$ cat src/rtl/setreset_sequencer.sv
// setreset_sequencer: buffers one 16-bit command word per wordline from an
// AXI-Stream, then walks wl_start..wl_end-1 loading the two SR reference DAC
// codes, settling the WL switch, firing a timed SET or RESET pulse and
// discharging. All pin-facing outputs are registered.
module setreset_sequencer #(
  parameter int NUM_WL          = 256,
  parameter int AXIS_DATA_WIDTH = 16,
  parameter int PW              = 16
) (
  input  logic                       clk,
  input  logic                       rstn,
  input  logic                       start,
  input  logic                       abort,
  input  logic [8:0]                 wl_start,
  input  logic [8:0]                 wl_end,
  input  logic [PW-1:0]              settle_cycles,
  input  logic [PW-1:0]              pulse_cycles,
  input  logic [AXIS_DATA_WIDTH-1:0] s_axis_tdata,
  input  logic                       s_axis_tvalid,
  input  logic                       s_axis_tlast,
  output logic                       s_axis_tready,
  output logic [8:0]                 ADDR,
  output logic [7:0]                 DIN,
  output logic                       CLKDAC,
  output logic                       DACWL_SW,
  output logic                       SET,
  output logic                       RESET,
  output logic                       DISCHG,
  output logic                       busy,
  output logic                       done,
  output logic [1:0]                 err
);

  localparam int AW = $clog2(NUM_WL);
  localparam logic [9:0] NUM_WL_L = 10'(NUM_WL);

  typedef enum logic [3:0] {
    S_IDLE    = 4'd0,
    S_RECV    = 4'd1,
    S_LD0     = 4'd2,
    S_LD0_CLK = 4'd3,
    S_LD1     = 4'd4,
    S_LD1_CLK = 4'd5,
    S_SETTLE  = 4'd6,
    S_PULSE   = 4'd7,
    S_DISCH   = 4'd8,
    S_NEXT    = 4'd9,
    S_DONE    = 4'd10
  } state_t;

  state_t        r_state;
  logic [8:0]    r_wl_start;
  logic [8:0]    r_wl_end;
  logic [PW-1:0] r_settle;
  logic [PW-1:0] r_pulse;
  logic [PW-1:0] r_cnt;
  logic [8:0]    r_wr_ptr;
  logic [8:0]    r_cur;
  logic [9:0]    r_rx_cnt;
  logic          r_is_reset;
  logic          r_abort_pend;
  logic [NUM_WL-1:0] r_valid;
  // Buffer entry: {mode is RESET, srref0[5:0], srref1[5:0]}; validity kept in r_valid.
  logic [12:0]   r_buf [NUM_WL];

  logic          w_range_ok;
  logic          w_accept;
  logic          w_in_range;
  logic          w_wr_en;
  logic [1:0]    w_mode;
  logic          w_legal;
  logic [9:0]    w_rx_cnt_nxt;
  logic [8:0]    w_span;
  logic [AW-1:0] w_wr_idx;
  logic [AW-1:0] w_cur_idx;
  logic [12:0]   w_entry;
  logic          w_unused;

  assign w_range_ok   = (wl_end > wl_start) && ({1'b0, wl_end} <= NUM_WL_L);
  assign w_accept     = s_axis_tvalid && s_axis_tready;
  assign w_in_range   = (r_wr_ptr < r_wl_end);
  assign w_mode       = s_axis_tdata[15:14];
  assign w_legal      = (w_mode == 2'b01) || (w_mode == 2'b10);
  assign w_rx_cnt_nxt = (r_rx_cnt == 10'h3FF) ? r_rx_cnt : (r_rx_cnt + 10'd1);
  assign w_span       = r_wl_end - r_wl_start;
  assign w_wr_idx     = r_wr_ptr[AW-1:0];
  assign w_cur_idx    = r_cur[AW-1:0];
  assign w_entry      = r_buf[w_cur_idx];
  assign w_wr_en      = (r_state == S_RECV) && !abort && w_accept && w_in_range;
  assign w_unused     = ^{s_axis_tdata[7:6]};

  // Command buffer storage; contents need no reset because r_valid gates use.
  always_ff @(posedge clk) begin
    if (w_wr_en) begin
      r_buf[w_wr_idx] <= {w_mode[1], s_axis_tdata[13:8], s_axis_tdata[5:0]};
    end
  end

  // Sequencer FSM with registered pin outputs; strobes default low each cycle.
  always_ff @(posedge clk or negedge rstn) begin
    if (!rstn) begin
      r_state       <= S_IDLE;
      r_wl_start    <= 9'd0;
      r_wl_end      <= 9'd0;
      r_settle      <= '0;
      r_pulse       <= '0;
      r_cnt         <= '0;
      r_wr_ptr      <= 9'd0;
      r_cur         <= 9'd0;
      r_rx_cnt      <= 10'd0;
      r_is_reset    <= 1'b0;
      r_abort_pend  <= 1'b0;
      r_valid       <= '0;
      s_axis_tready <= 1'b0;
      ADDR          <= 9'd0;
      DIN           <= 8'd0;
      CLKDAC        <= 1'b0;
      DACWL_SW      <= 1'b0;
      SET           <= 1'b0;
      RESET         <= 1'b0;
      DISCHG        <= 1'b0;
      busy          <= 1'b0;
      done          <= 1'b0;
      err           <= 2'b00;
    end else begin
      CLKDAC   <= 1'b0;
      DACWL_SW <= 1'b0;
      SET      <= 1'b0;
      RESET    <= 1'b0;
      DISCHG   <= 1'b0;
      done     <= 1'b0;
      case (r_state)
        S_IDLE: begin
          if (start) begin
            if (w_range_ok) begin
              r_wl_start    <= wl_start;
              r_wl_end      <= wl_end;
              r_settle      <= settle_cycles;
              r_pulse       <= (pulse_cycles == '0) ? PW'(1) : pulse_cycles;
              r_wr_ptr      <= wl_start;
              r_rx_cnt      <= 10'd0;
              r_abort_pend  <= 1'b0;
              r_valid       <= '0;
              err           <= 2'b00;
              busy          <= 1'b1;
              s_axis_tready <= 1'b1;
              r_state       <= S_RECV;
            end else begin
              err[1] <= 1'b1;
              done   <= 1'b1;
            end
          end
        end
        S_RECV: begin
          if (abort) begin
            s_axis_tready <= 1'b0;
            done          <= 1'b1;
            r_state       <= S_DONE;
          end else if (w_accept) begin
            if (w_in_range) begin
              r_valid[w_wr_idx] <= w_legal;
              r_wr_ptr          <= r_wr_ptr + 9'd1;
            end
            if (w_mode == 2'b11) begin
              err[0] <= 1'b1;
            end
            r_rx_cnt <= w_rx_cnt_nxt;
            if (s_axis_tlast) begin
              if (w_rx_cnt_nxt != {1'b0, w_span}) begin
                err[1] <= 1'b1;
              end
              s_axis_tready <= 1'b0;
              r_cur         <= r_wl_start;
              r_state       <= S_NEXT;
            end
          end
        end
        S_NEXT: begin
          if (abort || (r_cur >= r_wl_end)) begin
            done    <= 1'b1;
            r_state <= S_DONE;
          end else if (!r_valid[w_cur_idx]) begin
            r_cur <= r_cur + 9'd1;
          end else begin
            ADDR       <= {1'b0, r_cur[7:0]};
            DIN        <= {2'b00, w_entry[11:6]};
            r_is_reset <= w_entry[12];
            r_state    <= S_LD0;
          end
        end
        S_LD0: begin
          if (abort) begin
            DISCHG <= 1'b1; r_abort_pend <= 1'b1; r_state <= S_DISCH;
          end else begin
            CLKDAC  <= 1'b1;
            r_state <= S_LD0_CLK;
          end
        end
        S_LD0_CLK: begin
          if (abort) begin
            DISCHG <= 1'b1; r_abort_pend <= 1'b1; r_state <= S_DISCH;
          end else begin
            ADDR    <= {1'b1, r_cur[7:0]};
            DIN     <= {2'b00, w_entry[5:0]};
            r_state <= S_LD1;
          end
        end
        S_LD1: begin
          if (abort) begin
            DISCHG <= 1'b1; r_abort_pend <= 1'b1; r_state <= S_DISCH;
          end else begin
            CLKDAC  <= 1'b1;
            r_state <= S_LD1_CLK;
          end
        end
        S_LD1_CLK: begin
          if (abort) begin
            DISCHG <= 1'b1; r_abort_pend <= 1'b1; r_state <= S_DISCH;
          end else if (r_settle != '0) begin
            DACWL_SW <= 1'b1;
            r_cnt    <= r_settle;
            r_state  <= S_SETTLE;
          end else begin
            DACWL_SW <= 1'b1;
            SET      <= !r_is_reset;
            RESET    <= r_is_reset;
            r_cnt    <= r_pulse;
            r_state  <= S_PULSE;
          end
        end
        S_SETTLE: begin
          if (abort) begin
            DISCHG <= 1'b1; r_abort_pend <= 1'b1; r_state <= S_DISCH;
          end else if (r_cnt == PW'(1)) begin
            DACWL_SW <= 1'b1;
            SET      <= !r_is_reset;
            RESET    <= r_is_reset;
            r_cnt    <= r_pulse;
            r_state  <= S_PULSE;
          end else begin
            DACWL_SW <= 1'b1;
            r_cnt    <= r_cnt - PW'(1);
          end
        end
        S_PULSE: begin
          if (abort) begin
            DISCHG <= 1'b1; r_abort_pend <= 1'b1; r_state <= S_DISCH;
          end else if (r_cnt == PW'(1)) begin
            DISCHG  <= 1'b1;
            r_state <= S_DISCH;
          end else begin
            DACWL_SW <= 1'b1;
            SET      <= !r_is_reset;
            RESET    <= r_is_reset;
            r_cnt    <= r_cnt - PW'(1);
          end
        end
        S_DISCH: begin
          if (r_abort_pend) begin
            r_abort_pend <= 1'b0;
            done         <= 1'b1;
            r_state      <= S_DONE;
          end else begin
            r_cur   <= r_cur + 9'd1;
            r_state <= S_NEXT;
          end
        end
        S_DONE: begin
          busy    <= 1'b0;
          r_state <= S_IDLE;
        end
        default: begin
          s_axis_tready <= 1'b0;
          busy          <= 1'b0;
          r_state       <= S_IDLE;
        end
      endcase
    end
  end

endmodule

$ cat config.mk
export PLATFORM = sky130hd
export DESIGN_NAME = setreset_sequencer
export DESIGN_NICKNAME = d
export VERILOG_FILES = /design/src/rtl/setreset_sequencer.sv
export SDC_FILE = /design/constraint.sdc
export NUM_CORES = 2
export LEC_CHECK = 0
export CAP_MARGIN = 20
export CORE_AREA = 2 2 617 619
export CTS_CLUSTER_SIZE = 28
export DETAILED_ROUTE_END_ITERATION = 8
export DIE_AREA = 0 0 619 621
export GPL_TIMING_DRIVEN = 1
export PLACE_DENSITY = 0.62
export SLEW_MARGIN = 40
export SYNTH_ARGS = -nofsm -noshare
export SYNTH_HDL_FRONTEND = slang
export SYNTH_SLANG_ARGS = --single-unit
export TNS_END_PERCENT = 50
$ cat constraint.sdc
create_clock -name clk -period 4.22 [get_ports clk]
set_input_delay 0.844 -clock clk [delete_from_list [all_inputs] [get_ports clk]]
set_output_delay 0.844 -clock clk [all_outputs]
set_load 0.02 [all_outputs]
==> metrics.txt <==
Worst-path clk slew=~60 ps; Starting DRT DRC Count=around 12000; Distinct cells, synth=~80; gpl congestion=0.934; worst-margin pin slew=between 900 and 1000 ps; vias in the first global route=roughly 84000; RSZ-0062 raised after global routing=false; reg2reg end=DIN[1]$_DFFE_PN0P_; Setup Crit Path Kind=reg2reg; CORE AREA=between 0.3 and 0.4 sq mm; Int Pwr=74.7 mW; combinational share of power=34.9%; CP required=just over 5000 ps; # DRC=0; Mapped Cells=7760; Max Cap Viol=0; Worst Setup End Kind=flop; Final setup violation count=0; Top FF cell, synth=edfxtp_1; flop-to-flop setup slack=around 25 ps; P_leak=~58 nW; # fillers=31100; period utilization=99.4%; Max FO, Critical Path=14; most frequent cell after synthesis=edfxtp_1; Total GRT Usage=a little under a quarter; status=complete, no violations; area leader, netlist=edfxtp_1; CTS Buf Count=around 370; Clock Sink Count=between 3000 and 4000; Reg2Reg Depth=13; CP arrival=between 5000 and 6000 ps; final slew viol count=0; clock network fraction of total power=between 20% and 30%; share of post-route cells with drive strength above 1=between 30% and 40%; most frequent cells after synthesis=edfxtp_1 (3328), mux4_2 (971), o31ai_1 (524); worst hold start=s_axis_tdata[15]; ANT nets after route=0; Synth top area share=about two thirds; WL final=451000 um; CTS tree=done; WHS=roughly 240 ps; die area=between 0.3 and 0.4 sq mm; largest cells by area after synthesis=edfxtp_1 (66%), mux4_2 (15%), dfrtp_1 (6.3%); synthesized area per cell=19.4 sq um; Yosys warnings=0; final core occ=between 40% and 50%; clock skew=roughly 44 ps; Post-synth EDFFs=3328; CTS Root Cell=clkbuf_16; first-pass GRT wire length=between 600000 and 700000 um; clock latency on the worst-skew pair=~950 ps; Sequential Power Share=between 30% and 40%; TritonRoute pass-1 iters=6; Hold Violations, Final=0; vias post-DR=about 85000; IO buf count=94; die width=619 um; post-layout min period=~4200 ps; hold depth=1; sw frac=between 30% and 40%; sequential cell area fraction in the yosys report=a little over 70%; Area Overhead vs Synth=17.1%; CTS H-tree depth=5; peak supply drop=between 600 and 700 uV; P per Cell Area=~650 mW/mm^2; DP HPWL=282000 um; Net Switching=roughly 39 mW; largest net degree at the start of global routing=210; Seq cells post-synth=3709; cell area after synthesis=~0.15 sq mm; grt total ovfl=0; Setup TNS=0 ps; Die Y=between 600 and 700 um; I/O Pins=between 90 and 100; Peak Freq=about 240 MHz; critical path launch point type=flop; CTS Buffer Depth=4; initial core utilization=39.9%; RR Startpoint=r_cur[3]$_DFFE_PN0P_; nets@finish=about 8500; Hold Path Sink=r_buf[39][12]$_DFFE_PP_; HP Class=in2reg; asr flop ratio synth=between 10 and 15%; Routed WL per cell=around 33 um; Row Count=around 230; initial antenna violation count=22; Via density=between 6 and 7; Rel. slew slack=between 30% and 40%
==> placed cells by master, fill, tap and decap left out, types with 42 or more instances in the layout <==
cell type and instances:
clkinv_2 68, o31ai_1 523, nand2_1 157, inv_1 42, o21ai_0 117, clkbuf_1 83
nor3_2 254, nor3_1 50, edfxtp_1 3328, a21oi_1 348, dfrtp_1 373, clkbuf_16 381
buf_12 115, nor2_1 98, a22oi_1 101, buf_4 699, clkdlybuf4s50_1 80, clkinv_1 71
mux2_2 52, mux4_2 971, ha_1 43, nand3_1 58, mux2i_1 137
==> registers in the layout (all words and copies together), names as in the netlist, 2 cells and up <==
register / count
err: 2
r_wl_end: 9
r_valid: 256
r_cur: 9
r_pulse: 16
r_wr_ptr: 9
r_rx_cnt: 10
r_state: 4
r_cnt: 16
r_settle: 16
r_wl_start: 9
ADDR: 9
DIN: 6
r_buf: 3328
==> worst max-delay path by stage <==
stage	endpoint	cells past startpoint	slack, ps	start
after global routing	DIN[1]$_DFFE_PN0P_	14	2	r_cur[0]$_DFFE_PN0P_
final	DIN[1]$_DFFE_PN0P_	13	30	r_cur[3]$_DFFE_PN0P_
after detailed placement	r_valid[39]$_DFFE_PN0P_	15	50	wl_start[1]
after global placement	r_valid[191]$_DFFE_PN0P_	15	20	wl_start[1]
after CTS	DIN[4]$_DFFE_PN0P_	11	70	r_cur[1]$_DFFE_PN0P_
after floorplan	r_cur[1]$_DFFE_PN0P_	15	400	r_cur[0]$_DFFE_PN0P_
==> worst max-delay path: stages, from the launching register on <==
cell and delay (ps):
dfrtp_4 660, buf_4 290, nor2b_1 430, buf_4 420, nand2_1 120, o21ai_0 410
a21oi_1 150, o22ai_1 450, a21oi_1 160, nor3_1 200, buf_4 150, a21oi_4 30
buf_12 160, mux2_1 330
==> logic make-up (layout without fill, tap and decap cells) <==
group	count (synthesis)	in the layout	share of synthesized area, %
AOI/OAI and AO/OA	1298	1298	5.77
DFF	3709	3709	72.6
and+or+nand+nor	805	805	2.56
adders and majority gates	44	44	0.370
other	1	10	0.00249
buffers and inverters	688	1649	2.23
xor gates and xnor gates	21	21	0.122
muxes	1194	1194	16.3
==> metal layers <==
| metal | part of all wire, % | wire length [um] | GRT usage [%] | vias up |
|---|---|---|---|---|
| met5 | 0.022 | 97 | 0 | - |
| met4 | 4.7 | 21100 | 9.42 | 14 |
| met3 | 9.5 | 42700 | 4.56 | 1008 |
| met2 | 47 | 212000 | 36.3 | 4845 |
| met1 | 39 | 175000 | 31.4 | 44900 |
| li1 | - | - | - | 33800 |
==> power by group through the flow <==
stage | Combinational [mW] | Sequential (mW) | Clock, mW
3_5_place_dp | 38.9 | 42.1 | 0
3_3_place_gp | 38.4 | 42.1 | 0
5_1_grt | 40.9 | 41.3 | 34.7
4_1_cts | 39.0 | 41.3 | 33.4
6_report | 39.8 | 41.3 | 33.0
2_1_floorplan | 22.2 | 41.7 | 0
==> area by class of cell <==
class,count,area (sq um),share of cell area [%]
sequential,3709,109000,62.0
multi-input combinational,3364,39600,22.4
clock buffer,471,9940,5.63
timing repair buffer,923,8890,5.04
tap,5016,6280,3.56
clock inverter,206,2070,1.17
inverter,49,195,0.111
antenna,8,20.0,0.0113
==> stage by stage <==
stage	setup slack [ps]	instance area (sq um)	instances	power (mW)
after floorplan	399	151000	7761	63.9
after global placement	16.3	164000	13000	80.5
after detailed placement	48.3	164000	13000	81.0
after CTS	69.5	176000	13700	114
after global routing	2.04	176000	13700	117
final	25.5	177000	13700	114
==> repair_timing <==
| item | CTS | global route |
|---|---|---|
| endpoints found under the hold margin | 39 | 0 |
| resized for setup | 1 | 0 |
| buffers inserted | 0 | 5 |
| setup endpoints to repair | 1 | 2 |
| hold buffers | 1 | 0 |
Note: power is estimated with default switching activity, not from simulation.
